`src/rtl/nor_reduce_pipe.sv`:
```
// Pipelined WIDTH-input reduction gate (NOR/OR/AND/NAND/XOR/XNOR) built from
// registered FANIN-input tree nodes, with a valid chain and clock enable.

module nor_reduce_node #(
    parameter int FANIN = 4,
    parameter int OP    = 0
) (
    input  logic [FANIN-1:0] x,
    output logic             y
);
    always_comb begin
        if (OP == 1)      y = &x;
        else if (OP == 2) y = ^x;
        else              y = |x;
    end
endmodule

module nor_reduce_pipe #(
    parameter int WIDTH = 6,
    parameter int FANIN = 4,
    parameter int MODE  = 0
) (
    input  logic             CK,
    input  logic             CD,
    input  logic             CE,
    input  logic             VI,
    input  logic [WIDTH-1:0] A,
    output logic             ZN0,
    output logic             VO
);
    localparam int FI = (FANIN < 2) ? 2 : FANIN;

    function automatic int nodes_at(input int s);
        int n;
        n = WIDTH;
        for (int i = 0; i < s; i++) n = (n + FI - 1) / FI;
        return n;
    endfunction

    function automatic int calc_stages();
        int s;
        s = 1;
        for (int i = 0; i < 40; i++) if (nodes_at(s) > 1) s++;
        return s;
    endfunction

    function automatic int node_off(input int s);
        int o;
        o = 0;
        for (int i = 1; i < s; i++) o += nodes_at(i);
        return o;
    endfunction

    localparam int   STAGES = calc_stages();
    localparam int   TOT    = node_off(STAGES + 1);
    localparam int   OP     = (MODE == 2 || MODE == 3) ? 1 : (MODE == 4 || MODE == 5) ? 2 : 0;
    localparam logic PAD    = (OP == 1);
    localparam logic INV    = (MODE == 0 || MODE == 3 || MODE == 5);

    if (WIDTH < 1 || FANIN < 2 || FANIN > 8 || MODE < 0 || MODE > 5) begin : g_bad_param
        $error("nor_reduce_pipe: WIDTH/FANIN/MODE out of range");
    end

    logic [STAGES-1:0] vld_q, vld_d;
    logic [STAGES:0]   vld_pipe;

    always_comb begin
        vld_pipe = {vld_q, VI};
        vld_d    = CE ? vld_pipe[STAGES-1:0] : vld_q;
    end

    always_ff @(posedge CK or posedge CD) begin
        if (CD) vld_q <= '0;
        else    vld_q <= vld_d;
    end

    // All stage registers concatenated; stage s occupies node_off(s) +: nodes_at(s).
    wire [TOT-1:0] tree_q;

    for (genvar s = 1; s <= STAGES; s++) begin : g_stg
        localparam int NI = nodes_at(s - 1);
        localparam int NO = nodes_at(s);

        logic [NI-1:0]       in_w;
        logic [NO*FANIN-1:0] in_pad;
        logic [NO-1:0]       node_y, st_d, st_q;

        if (s == 1) begin : g_in
            assign in_w = A;
        end else begin : g_in
            assign in_w = tree_q[node_off(s-1) +: NI];
        end

        always_comb begin
            in_pad         = {(NO*FANIN){PAD}};
            in_pad[NI-1:0] = in_w;
        end

        for (genvar n = 0; n < NO; n++) begin : g_node
            nor_reduce_node #(.FANIN(FANIN), .OP(OP)) u_node (
                .x (in_pad[n*FANIN +: FANIN]),
                .y (node_y[n])
            );
        end

        if (s == STAGES) begin : g_last
            // Output is forced low when no valid vector lands, so ZN0 is 0
            // after reset and across bubbles, never showing stale tree data.
            always_comb begin
                st_d = st_q;
                if (CE) st_d = (node_y ^ INV) & vld_pipe[STAGES-1];
            end
        end else begin : g_mid
            always_comb begin
                st_d = st_q;
                if (CE) st_d = node_y;
            end
        end

        always_ff @(posedge CK or posedge CD) begin
            if (CD) st_q <= '0;
            else    st_q <= st_d;
        end

        assign tree_q[node_off(s) +: NO] = st_q;
    end

    assign ZN0 = tree_q[TOT-1];
    assign VO  = vld_pipe[STAGES];
endmodule

```
`config.mk`:
```
export PLATFORM = sky130hd
export DESIGN_NAME = nor_reduce_pipe
export DESIGN_NICKNAME = d
export VERILOG_FILES = /design/src/rtl/nor_reduce_pipe.sv
export SDC_FILE = /design/constraint.sdc
export NUM_CORES = 1
export LEC_CHECK = 0
export ABC_AREA = 0
export CORE_AREA = 2 2 39 41
export DETAILED_ROUTE_END_ITERATION = 8
export DIE_AREA = 0 0 41 43
export PLACE_DENSITY_LB_ADDON = 0.3
export SLEW_MARGIN = 5
export SYNTH_ARGS = -nofsm -noshare
export SYNTH_HDL_FRONTEND = slang
export SYNTH_SLANG_ARGS = --single-unit
export TNS_END_PERCENT = 20
```
`constraint.sdc`:
```
create_clock -name CK -period 1.05 [get_ports CK]
set_input_delay 0.105 -clock CK [delete_from_list [all_inputs] [get_ports CK]]
set_output_delay 0.105 -clock CK [all_outputs]
set_load 0.01 [all_outputs]
```
Word-level counts from Yosys, hierarchy flattened:

Index checks and enable logic that the tools add are counted.

* input port bits: 10
* register bits after elaboration: 5
* word-level logic and storage cells: 8
* output and inout bits: 2

* reduce and logical (&&, ||, !) cells: 3
* bitwise gates (word level): 2

Operators by type and width (number)
* OR reduction 2 bit: 2
* OR reduction 4 bit: 1
* bitwise AND 1 bit: 1
* inverter 1 bit: 1

Longest topological paths before layout:

* word-level depth: 3
* mapped depth: 3
* depth with buffers taken out: 2

Modules after synthesis:

From an unflattened synthesis, not the netlist that was laid out.

* cell total of the unflattened synthesis: 18
* area total of the unflattened synthesis: 211.5 µm²

Modules (own cells, without submodules)
* nor_reduce_pipe: area an instance 188.9 µm², times used 1, cells an instance 15
* nor_reduce_node: area an instance 7.5 µm², times used 3, cells an instance 1

Worst setup path after synthesis:

OpenSTA, ideal clock, no wires.

* path type: reg2reg
* start: reg, netlist name vld_q[0]
* end: reg vld_q[0]
* cell stages (with the launch flop): 2
* path slack: 0.307 ns
* required time: 0.925 ns
* path buffers: 0
* arrival: 0.618 ns
* library setup time: 0.125 ns
* cell sequence: dfrtp_1 -> mux2_4

RTL lines
* end signal: assignment: line 74 `else vld_q <= vld_d;`
* end: declaration: line 64 `logic [STAGES-1:0] vld_q, vld_d;`

Worst setup path in the final report:

* start: reg g_stg[2].st_q, in the netlist ZN0
* end: out ZN0

RTL lines
* start: declaration: line 86 `logic [NO-1:0] node_y, st_d, st_q;`
* start signal: assignment: line 122 `else st_q <= st_d;`
* end: declaration: line 28 `output logic ZN0,`

No word-level cell between the ends.

==> flow_metrics.tcl <==
set metrics [dict create \
    cp_slowest_stage_delay_ns 0.37 \
    max-vdd-ir-drop_mv 0.401 \
    timing_hold_violations_final 0 \
    grt_overflow 0 \
    yosys.area.top_type_share_pct 57.5 \
    total_power_uw 510 \
    core_area_mm2 0.00138 \
    fin_worst_skew_ns 0.00213 \
    max-slew-margin-rel_pct 81.8 \
    hpwl_um 357 \
    clock-root-buffer "clkbuf_4" \
    wl_per_cell_um 8.54 \
    drc_errors 0 \
    cts_buffers 3 \
    gp_congestion 0.640 \
    reg2reg_slack_ns 0.27 \
    regToRegEndpoint "vld_q[0]" \
    diodes 0 \
    drt-total-wl_um 427 \
    maxCapViolations 0 \
    path_clk_slew_ns 0.04 \
    worst-path-buf-inv 1 \
    ys_top_cells_by_area "dfrtp_1 57%, o32ai_2 7.5%, mux2_4 6.9%" \
    drtPass1Iterations 2 \
    timing.final.crit_period_ns 0.996 \
    portBuffers 11 \
    final.hold.worst_slack_ns 0.0630 \
    worst-path-max-fanout 2 \
    path_class "reg2out" \
    cp_slowest_cell "dfrtp_1" \
    die-area_mm2 0.00176 \
    ctsHtreeMaxLevel 1 \
    path_delay_family "flip-flops" \
    die_h_um 43 \
    ff2ff_path_depth 1 \
    final_layout_size_suffix_gt1_share_pct 20.6 \
    drv_slew 0 \
    ant_nets 0 \
    setup_violations 0 \
    final_cells 50 \
    synth_cell_types 10 \
    worstSetupEndpointType "primary output" \
    num_io_pins 12 \
    power_density_mw_per_mm2 1390 \
    nets 45 \
    initial_core_util_pct 15.7 \
    ys_async_sr_fraction_pct 100 \
    ys_seq_area_share_pct 57.5 \
    synth_ff_type "dfrtp_1" \
    syn2layout_area_growth_pct 69.0 \
    dp.cells 46 \
    grt_use_total_pct 7.77 \
    rsz0062_at_grt "false" \
    hp-class "in2async" \
    synth_warnings 0 \
    fp-row-count 14 \
    avgViaCountPerCell 3.44 \
    grt_pass1_vias 193 \
    cts_tree "done" \
    yosysTopAreaCell "dfrtp_1" \
    synth-edff-count 0 \
    antenna_found_initial 0 \
    startpoint_type "register" \
    drt_iter0_drc 2 \
    syn_area_per_cell_um2 11.5 \
    synth-seq-cells 5 \
    layout_setup_ws_ns 0.0541 \
    vias 172 \
    grt_max_degree 7 \
    yosys.cell_count.top_type "dfrtp_1" \
    dp_slack_ns -0.0312 \
    crit_arrival_ns 0.89 \
    reg2reg_from "vld_q[0]" \
    synth_fp_nets 29 \
    synth_area_um2 218 \
    synthTopCellsByCount "5 x dfrtp_1, 3 x inv_1, 3 x nor2_1" \
    cts_sinks 5 \
    period_share_pct 94.8 \
    clockBufferDepth 2 \
    grt_pass1_wl_um 772 \
    hold_buffers 0 \
    worst_ep_required_time_ns 0.94 \
    netlist_instances 19 \
    leakagePower_uw 0.000158 \
    crit_start "ZN0" \
    insertion_delay_ns 0.24 \
    die_w_um 41 \
    status "finished, final reports clean" \
    fmax_mhz 1000 \
    crit_chain "dlygate4sd2_1" \
    worst_pin_slew_ns 0.271 \
]
## report_power, final
group | leakage (uW) | switching (uW) | internal, uW | total, uW
logic | 0.0000864 | 23.9 | 48.1 | 72.0
clock network | 0.0000150 | 79.7 | 144 | 223
registers | 0.0000571 | 8.05 | 207 | 215
total | 0.000158 | 112 | 399 | 510
## how the worst max path moves through the flow
stage                     to  slack (ns)  cells past startpoint
floorplan           vld_q[0]        0.31                      1
global placement    vld_q[0]       -0.01                      2
detailed placement  vld_q[0]       -0.03                      2
CTS                      ZN0        0.04                      1
global route             ZN0        0.02                      1
finish                   ZN0        0.05                      1
## cell type report
| cell class | count | area (um2) |
|---|---|---|
| Sequential cell | 5 | 125 |
| Tap cell | 16 | 20.0 |
| Inverter | 3 | 11.3 |
| Fill cell | 142 | 1020 |
| Clock buffer | 4 | 26.3 |
| Timing Repair Buffer | 12 | 115 |
| Multi-Input combinational cell | 10 | 70.1 |
## sequential cells by signal, indices dropped and copies added, names as in the netlist
name and flops:
g_stg.st_q 2, ZN0 1, vld_q 2
## what timing repair did
item	CTS	global route
resized for setup	2	0
setup endpoints to repair	2	0
buffers inserted	0	0
## layout by cell type, fill, tap and decap left out, types with 2 or more instances in the layout
master | Yosys | routed
dlygate4sd2_1 | 0 | 2
inv_1 | 3 | 3
a21oi_1 | 2 | 2
dfrtp_1 | 5 | 5
clkdlybuf4s50_1 | 0 | 9
clkbuf_4 | 0 | 3
nor2_1 | 3 | 3
## metrics by stage
step	setup TNS, ns	area, um2	utilization, %
finish	0	368	26.6
global route	0	368	26.6
CTS	0	368	26.6
detailed placement	-0.0608	344	24.9
global placement	-0.0111	344	24.9
floorplan	0	218	-
## per-layer routing
layer  wire (um)  global-route usage, %  up-vias
li1            -                      -       91
met3          17                   4.71        2
met4          10                   12.0        0
met1         153                   6.54       74
met5           0                      0        -
met2         245                   9.38        5
## cell families after synthesis
kind of cell / share of synthesized area, %
DFF: 57.5
and+or+nand+nor: 10.9
AOI/OAI and AO/OA: 14.4
buffers and inverters: 10.3
muxes: 6.89
Note: power is estimated with default switching activity, not from simulation.
==> patch (same settings) <==
Set the parameter `MODE` to 1 (it was 0).
--- a/src/rtl/nor_reduce_pipe.sv
+++ b/src/rtl/nor_reduce_pipe.sv
@@ -18,7 +18,7 @@
 module nor_reduce_pipe #(
     parameter int WIDTH = 6,
     parameter int FANIN = 4,
-    parameter int MODE  = 0
+    parameter int MODE  = 1
 ) (
     input  logic             CK,
     input  logic             CD,
Formal check against the unedited RTL: not equivalent (Yosys sat finds a counterexample within 4 cycles, from zero or initial values).
==> patch against the original RTL <==
- area after synthesis decreased by 1.7%
- wire length increased by 7.0%
- setup slack got worse by 0.0084 ns
- critical path depth unchanged
- sequential cell count unchanged
- clock skew decreased by 0.0011 ns
- largest power group is now sequential cells
- total power increased by 4.9%
- synthesized cell count decreased by 5.3%
- design area decreased by 1.0%
- non-clock buffer count unchanged
- largest cell class unchanged
==> patch: results (changes against the original RTL) <==
Detailed routing
  • 1st-iter DRT viols: 1 (was 2)
  • WL/cell: 9.33 um (was 8.54 um)
  • Vias: 179 (was 172)
  • Post-Route WL: 457 um (was 427 um)

Placement
  • GP Congestion: 0.591 (was 0.640)
  • DP Cell Count: 45 (was 46)
  • Hpwl dp: 369 um (was 357 um)
  • Worst setup slack after placement: -0.0459 ns (was -0.0312 ns)

STA
  • Slew headroom: 80.3% (was 81.8%)
  • Clock Skews: 0.00106 ns (was 0.00213 ns)

GRT
  • Total track usage: 7.07% (was 7.77%)
  • Vias in the first global route: 202 (was 193)
  • First-pass GRT wire length: 752 um (was 772 um)

Power and ir drop
  • Leakage power figure: 0.157 nW (was 0.158 nW)
  • IR Drop Worst-Case VDD: 341 uV (was 401 uV)

Synthesis
  • Post-synthesis cell type count: 9 (was 10)
  • Post-synthesis sequential area ratio: 58.5% (was 57.5%)
  • Commonest cells post-synth: dfrtp_1, nor2_1, a21oi_1, inv_1, mux2_4 (was dfrtp_1, inv_1, nor2_1)
  • Number of synthesized register bits: 5 (unchanged)
  • Post-Synthesis Cells: 18 (was 19)
  • Synth area leaders: dfrtp_1, mux2_4, buf_6 (was dfrtp_1, o32ai_2, mux2_4)
  • Synthesized Nets: 28 (was 29)

Critical path
  • Reg-to-reg startpoint: vld_q[0] (unchanged)
  • Worst R2R Path Depth: 1 (unchanged)
  • Delay-heaviest family, CP: flip-flops (unchanged)
  • Critical path arrival: 0.90 ns
  • Slowest stage delay, CP: 0.37 ns (about the same)

Clock network
  • H-tree depth: 1 (unchanged)

Final layout
  • Total Nets Final: 44 (was 45)
  • Area of the multi-input gates: 70.1 um^2 (unchanged)
  • Number of multi-input logic gates: 10 (unchanged)
  • Non-CTS inverters: 2 (was 3)
  • ClkCell Share: 7.22% (was 7.14%)
  • NonClk Buf Share: 31.6% (was 31.3%)
  • Fillers: 147 (was 142)
  • Largest cell class: flip-flops and latches (unchanged)
  • Layout cell share with drive strength beyond 1: 18.2% (was 20.6%)
  • Non-clock buffers: 12 (unchanged)

Run status
  • Outcome: complete, no violations (unchanged)
[patch: worst max path at each step]
stage / cells past startpoint / to / startpoint / slack, ns
5_1_grt: 1 / VO / vld_q[1] / 0.01
4_1_cts: 1 / VO / vld_q[1] / 0.03
6_report: 1 / VO / vld_q[1] / 0.05
3_3_place_gp: 2 / vld_q[1] / CE / -0.02
3_5_place_dp: 2 / vld_q[1] / CE / -0.05
2_1_floorplan: 1 / vld_q[1] / vld_q[1] / 0.27
[patch: kinds of logic after synthesis]
logic type             after synthesis  share of synthesized area [%]
AO/OA/AOI/OAI                        4                           10.5
AND/OR/NAND/NOR                      4                           8.19
buffers and inverters                3                           8.77
multiplexers                         2                           14.0
flip-flops                           5                           58.5
[patch: per-stage QoR]
step	area (um^2)	TNS [ns]	hold WS, ns
3_3_place_gp	340	-0.0408	0.318
6_report	364	0	0.0697
4_1_cts	364	0	0.0738
5_1_grt	364	0	0.0844
3_5_place_dp	340	-0.134	0.324
2_1_floorplan	214	0	-0.116
[patch: power by group]
| group | leakage (nW) | switching (mW) | internal [mW] | total, mW |
|---|---|---|---|---|
| Combinational | 0.0872 | 0.0293 | 0.0608 | 0.0901 |
| Sequential | 0.0549 | 0.0116 | 0.212 | 0.224 |
| Clock | 0.0150 | 0.0774 | 0.144 | 0.221 |
[patch: layer usage]
| layer | wire, um | up-vias | part of all wire (%) | global-route usage [%] |
|---|---|---|---|---|
| met4 | 0 | 0 | 0 | 8.00 |
| met5 | 0 | - | 0 | 0 |
| met1 | 188 | 77 | 41 | 7.87 |
| met3 | 57 | 0 | 12 | 3.14 |
| li1 | - | 90 | - | - |
| met2 | 212 | 12 | 46 | 8.75 |
